==> config.mk <==
export PLATFORM = sky130hd
export DESIGN_NAME = pwm_duty_meter
export DESIGN_NICKNAME = d
export VERILOG_FILES = /design/src/rtl/pwm_duty_meter.sv
export SDC_FILE = /design/constraint.sdc
export NUM_CORES = 1
export LEC_CHECK = 0
export CAP_MARGIN = 5
export CORE_MARGIN = 3
export CORE_UTILIZATION = 45
export DETAILED_ROUTE_END_ITERATION = 16
export GPL_TIMING_DRIVEN = 1
export PLACE_DENSITY = 0.76
export SLEW_MARGIN = 20
export SYNTH_ARGS = -nofsm -noshare
export SYNTH_HDL_FRONTEND = slang
export SYNTH_SLANG_ARGS = --single-unit
==> constraint.sdc <==
create_clock -name clk -period 3.65 [get_ports clk]
set_clock_uncertainty 0.1 [all_clocks]
set_input_delay 0.5475 -clock clk [delete_from_list [all_inputs] [get_ports clk]]
set_output_delay 0.5475 -clock clk [all_outputs]
set_load 0.01 [all_outputs]
==> src/rtl/pwm_duty_meter.sv <==
`default_nettype none
// ============================================================================
//  Module   : pwm_duty_meter
//  Function : Measures an asynchronous PWM input. Publishes period, high time
//             and normalised duty once per completed rise-to-rise period,
//             flags a stuck input and reports dropped measurements.
//  Revision : 1.0 - initial release
// ============================================================================
module pwm_duty_meter #(
    parameter int CNT_W   = 20,
    parameter int DUTY_W  = 10,
    parameter int TIMEOUT = 1000000
) (
    input  logic              clk,
    input  logic              rst,
    input  logic              pwm_in,
    output logic [CNT_W-1:0]  period,
    output logic [CNT_W-1:0]  high_time,
    output logic [DUTY_W-1:0] duty,
    output logic              valid,
    output logic              stuck,
    output logic              stuck_level,
    output logic              overrun
);

    localparam int               DC_W        = $clog2(DUTY_W + 1);
    localparam logic [CNT_W-1:0] C_CNT_MAX   = {CNT_W{1'b1}};
    localparam logic [CNT_W-1:0] C_CNT_ONE   = CNT_W'(1);
    localparam logic [CNT_W-1:0] C_AGE_TRIP  = CNT_W'(TIMEOUT - 1);
    localparam logic [DC_W-1:0]  C_DIV_STEPS = DC_W'(DUTY_W);
    localparam logic [DC_W-1:0]  C_DIV_ONE   = DC_W'(1);

    typedef enum logic [1:0] {
        ST_IDLE = 2'd0,
        ST_HIGH = 2'd1,
        ST_LOW  = 2'd2
    } state_t;

    // synchroniser and edge detect
    logic sync1_q, sync1_d, sync2_q, sync2_d, dly_q, dly_d;
    // measurement
    state_t           state_q, state_d;
    logic [CNT_W-1:0] hi_cnt_q, hi_cnt_d, lo_cnt_q, lo_cnt_d;
    logic             sat_q, sat_d;
    logic [CNT_W-1:0] edge_age_q, edge_age_d;
    logic             stuck_q, stuck_d, stuck_level_q, stuck_level_d;
    logic             overrun_q, overrun_d;
    // divider
    logic              div_busy_q, div_busy_d;
    logic [DC_W-1:0]   div_cnt_q, div_cnt_d;
    logic [CNT_W-1:0]  div_rem_q, div_rem_d;
    logic [CNT_W-1:0]  div_p_q, div_p_d, div_h_q, div_h_d;
    logic [DUTY_W-1:0] div_quo_q, div_quo_d;
    // published results
    logic [CNT_W-1:0]  period_q, period_d, high_time_q, high_time_d;
    logic [DUTY_W-1:0] duty_q, duty_d;
    logic              valid_q, valid_d;

    logic              w_rise, w_fall, w_edge, w_div_idle, w_div_start, w_ge;
    logic [CNT_W:0]    w_per_sum, w_shift, w_diff;
    logic [DUTY_W-1:0] w_quo_next;

    assign w_rise     = sync2_q & ~dly_q;
    assign w_fall     = ~sync2_q & dly_q;
    assign w_edge     = w_rise | w_fall;
    assign w_per_sum  = {1'b0, hi_cnt_q} + {1'b0, lo_cnt_q};
    // The divider counts as busy through its valid cycle as well.
    assign w_div_idle = ~div_busy_q & ~valid_q;

    // Restoring step: remainder is always below p, so the borrow bit decides.
    assign w_shift    = {div_rem_q, 1'b0};
    assign w_diff     = w_shift - {1'b0, div_p_q};
    assign w_ge       = ~w_diff[CNT_W];
    assign w_quo_next = (div_quo_q << 1) | DUTY_W'(w_ge);

    // Synchroniser, edge-age timer and measurement state machine next-state
    always_comb begin
        sync1_d       = pwm_in;
        sync2_d       = sync1_q;
        dly_d         = sync2_q;
        state_d       = state_q;
        hi_cnt_d      = hi_cnt_q;
        lo_cnt_d      = lo_cnt_q;
        sat_d         = sat_q;
        edge_age_d    = edge_age_q;
        stuck_d       = stuck_q;
        stuck_level_d = stuck_level_q;
        overrun_d     = 1'b0;
        w_div_start   = 1'b0;

        if (w_edge) begin
            edge_age_d = '0;
            stuck_d    = 1'b0;
        end else if (edge_age_q != C_CNT_MAX) begin
            edge_age_d = edge_age_q + C_CNT_ONE;
        end

        case (state_q)
            ST_IDLE: begin
                if (w_rise) begin
                    state_d  = ST_HIGH;
                    hi_cnt_d = C_CNT_ONE;
                    lo_cnt_d = '0;
                    sat_d    = 1'b0;
                end
            end
            default: begin
                if (w_rise) begin
                    // Completing rise: hand off the sample unless saturated.
                    if (state_q == ST_LOW && !sat_q) begin
                        if (w_div_idle) begin
                            w_div_start = 1'b1;
                        end else begin
                            overrun_d = 1'b1;
                        end
                    end
                    state_d  = ST_HIGH;
                    hi_cnt_d = C_CNT_ONE;
                    lo_cnt_d = '0;
                    sat_d    = 1'b0;
                end else if (!w_fall && edge_age_q == C_AGE_TRIP) begin
                    state_d       = ST_IDLE;
                    stuck_d       = 1'b1;
                    stuck_level_d = sync2_q;
                end else begin
                    if (w_per_sum == {1'b0, C_CNT_MAX}) begin
                        sat_d = 1'b1;
                    end else if (state_q == ST_HIGH && !w_fall) begin
                        hi_cnt_d = hi_cnt_q + C_CNT_ONE;
                    end else begin
                        lo_cnt_d = lo_cnt_q + C_CNT_ONE;
                    end
                    if (state_q == ST_HIGH && w_fall) begin
                        state_d = ST_LOW;
                    end
                end
            end
        endcase
    end

    // Duty divider and result publication next-state
    always_comb begin
        div_busy_d  = div_busy_q;
        div_cnt_d   = div_cnt_q;
        div_rem_d   = div_rem_q;
        div_p_d     = div_p_q;
        div_h_d     = div_h_q;
        div_quo_d   = div_quo_q;
        period_d    = period_q;
        high_time_d = high_time_q;
        duty_d      = duty_q;
        valid_d     = 1'b0;

        if (w_div_start) begin
            div_busy_d = 1'b1;
            div_cnt_d  = C_DIV_STEPS;
            div_rem_d  = hi_cnt_q;
            div_p_d    = w_per_sum[CNT_W-1:0];
            div_h_d    = hi_cnt_q;
            div_quo_d  = '0;
        end else if (div_busy_q) begin
            div_rem_d = w_ge ? w_diff[CNT_W-1:0] : w_shift[CNT_W-1:0];
            div_quo_d = w_quo_next;
            div_cnt_d = div_cnt_q - C_DIV_ONE;
            if (div_cnt_q == C_DIV_ONE) begin
                div_busy_d  = 1'b0;
                valid_d     = 1'b1;
                period_d    = div_p_q;
                high_time_d = div_h_q;
                duty_d      = w_quo_next;
            end
        end
    end

    // State registers with synchronous reset
    always_ff @(posedge clk) begin
        if (rst) begin
            sync1_q       <= 1'b0;
            sync2_q       <= 1'b0;
            dly_q         <= 1'b0;
            state_q       <= ST_IDLE;
            hi_cnt_q      <= '0;
            lo_cnt_q      <= '0;
            sat_q         <= 1'b0;
            edge_age_q    <= '0;
            stuck_q       <= 1'b0;
            stuck_level_q <= 1'b0;
            overrun_q     <= 1'b0;
            div_busy_q    <= 1'b0;
            div_cnt_q     <= '0;
            div_rem_q     <= '0;
            div_p_q       <= '0;
            div_h_q       <= '0;
            div_quo_q     <= '0;
            period_q      <= '0;
            high_time_q   <= '0;
            duty_q        <= '0;
            valid_q       <= 1'b0;
        end else begin
            sync1_q       <= sync1_d;
            sync2_q       <= sync2_d;
            dly_q         <= dly_d;
            state_q       <= state_d;
            hi_cnt_q      <= hi_cnt_d;
            lo_cnt_q      <= lo_cnt_d;
            sat_q         <= sat_d;
            edge_age_q    <= edge_age_d;
            stuck_q       <= stuck_d;
            stuck_level_q <= stuck_level_d;
            overrun_q     <= overrun_d;
            div_busy_q    <= div_busy_d;
            div_cnt_q     <= div_cnt_d;
            div_rem_q     <= div_rem_d;
            div_p_q       <= div_p_d;
            div_h_q       <= div_h_d;
            div_quo_q     <= div_quo_d;
            period_q      <= period_d;
            high_time_q   <= high_time_d;
            duty_q        <= duty_d;
            valid_q       <= valid_d;
        end
    end

    assign period      = period_q;
    assign high_time   = high_time_q;
    assign duty        = duty_q;
    assign valid       = valid_q;
    assign stuck       = stuck_q;
    assign stuck_level = stuck_level_q;
    assign overrun     = overrun_q;

endmodule
`default_nettype wire

==> results.yml <==
worst_setup_path:
  critPathCaptureType: "register"
  path_max_fanout: 24
  cp.arrival_ns: 3.78
  worst_ep_required_time_ns: 3.92
  r2r_slack_ns: 0.14
  path_class: "reg2reg"
  start_kind: "register"
synthesis:
  synthFlopType: "dfxtp_1"
  syn_inst: 1271
  ys_ff_latch: 194
  yosysUniqueCellTypes: 63
  ys_async_sr_fraction: 0
  ys_seq_area_frac: 0.384
  synth_edf_count: 0
  synth_area_um2: 10100
  yosysWarnings: 0
  avgSynthCellArea_um2: 7.96
  synth_nets: 1322
clocking:
  clockBufferDepth: 2
  clk_latency_ns: 0.44
  cts_tree: "done"
  cts.clk_slew.worst_paths_ns: 0.08
  hold_buffers: 0
  numCtsBuffers: 17
  cts.sink_count: 194
  htreeDepth: 4
  cts-root-buf: "clkbuf_16"
layout:
  drive_gt1_frac: 0.0649
  diodes: 0
  final_net_count: 1347
  fin_cells: 1589
  syn_to_final_growth_pct: 15.1
  layout_common_cells: "218 x nand2_1, 192 x dfxtp_1, 155 x a21oi_1"
  final_common_cell: "nand2_1"
  final_area_um2: 11600
detailed_routing:
  drtIter0Drc: 645
  drt.antenna.violating_nets: 0
  firstDrtPassIters: 5
  drc: 0
  dr_total_vias: 9131
  wl_mm: 25.5
  via_per_inst: 5.75
  wl_per_cell_um: 16.0
timing:
  fin_tns_setup_ns: 0
  slew-limit-headroom: 0.383
  worst-slew-pin-transition_ns: 0.924
  fmax_mhz: 285
  hold_viol: 0
  min_period_ns: 3.51
  setup_viol: 0
  slew_violations: 0
  fin_crit_sh: 0.962
place:
  io_buffers: 56
  dp_hpwl_mm: 18.1
  post-place-cells: 1556
  place.gp.congestion: 0.915
  place_area_um2: 11000
floorplan:
  ios: 57
  start_util: 0.460
  die_area_um2: 24300
  core_um2: 22000
  core.rowCount: 54
  die_y_um: 156
  die_w_um: 156
power_and_ir_drop:
  power_mw: 4.20
  peakVddDrop_mv: 0.313
  leakage_nw: 4.12
  p_per_area_nw_per_um2: 361
outcome:
  status: "finished clean"
global_routing:
  grt_pass1_vias: 8485
  track_usage: 0.206
  antenna_found_initial: 0
  grt_max_degree: 54
  overflow: 0
  grt_pass1_wl_mm: 41.6
min_path:
  hold_class: "reg2reg"
job:
  drv_cap: 0
kinds of logic (layout without fill, tap and decap cells):
group	after synthesis	in the layout	synth area share
simple gates	510	510	0.238
compound gates	334	334	0.208
flops	194	194	0.384
buf+inv	117	155	0.0473
fa+ha+maj	48	48	0.0609
xor+xnor	48	48	0.0416
mux	20	20	0.0198
report_power, final:
group          internal, mW  switching (mW)  total [mW]  leakage (nW)
Clock                  1.01           0.954        1.96         0.308
Combinational        0.0307          0.0834       0.114          2.25
Sequential             2.12         0.00799        2.13          1.56
Total                  3.16            1.05        4.20          4.12
registers in the layout (all words and copies together), names as in the netlist, 2 cells and up:
name        cells
duty           10
div_quo_q       9
state_q         2
div_p_q        20
div_rem_q      20
div_h_q        20
period         20
lo_cnt_q       20
high_time      20
edge_age_q     20
div_cnt_q       4
hi_cnt_q       20
path summary, 6_finish.rpt:
kind / startpoint / end / cells past startpoint
setup / recovery: hi_cnt_q[11] / lo_cnt_q[18] / 12
hold / removal: div_h_q[5] / high_time[5] / 2
setup reg to reg: hi_cnt_q[11] / lo_cnt_q[18] / 12
hold reg to reg: div_h_q[5] / high_time[5] / 2
cells in the mapped netlist (all sizes together) (21+ instances only):
master | n | area, um2
nand3 | 30 | 150
clkbuf | 63 | 238
o31ai | 27 | 203
a21oi | 155 | 776
o21ai | 32 | 164
dfxtp | 194 | 3880
inv | 39 | 146
and3 | 21 | 131
xnor2 | 28 | 245
nor2 | 112 | 423
nand2 | 218 | 818
ha | 46 | 576
nor3 | 22 | 110
worst max-delay path, stage by stage, from the launching register on:
cell and delay, ns:
dfxtp_1 0.48, ha_1 0.34, a21o_1 0.24, a2111oi_0 0.41
o21bai_1 0.15, a21oi_1 0.21, o31ai_2 0.10, xor2_1 0.15
and4_1 0.16, and4_4 0.23, clkbuf_16 0.20, or4_1 0.50
a21oi_1 0.15
stage by stage:
stage / util / hold slack (ns) / setup slack, ns
2_1_floorplan: - / 0.314 / 0.233
5_1_grt: 0.530 / 0.371 / -0.0157
4_1_cts: 0.528 / 0.354 / 0.0387
6_report: 0.530 / 0.354 / 0.138
3_5_place_dp: 0.499 / 0.345 / 0.00948
3_3_place_gp: 0.499 / 0.340 / 0.142
per-layer routing:
layer  global-route usage  up-vias  wire (um)
li1                     -     4543          -
met1                0.279     4310      11700
met2                0.339      241      12000
met3               0.0258       37       1130
met4               0.0765        0        594
met5                    0        -          0
area by class of cell:
cell class	instances	area (um2)
Sequential cell	194	3890
Clock inverter	15	209
Clock buffer	17	425
Inverter	39	146
Fill cell	2043	10300
Timing Repair Buffer	84	823
Tap cell	280	350
Multi-Input combinational cell	960	5800
repair_timing:
action | in CTS | in global routing
gates cloned | 0 | 1
hold endpoints to repair | 0 | 0
buffers inserted | 0 | 0
setup endpoints to repair | 2 | 35
gates resized for setup | 1 | 5
pin swaps | 0 | 1
(Power assumes the default switching activity.)
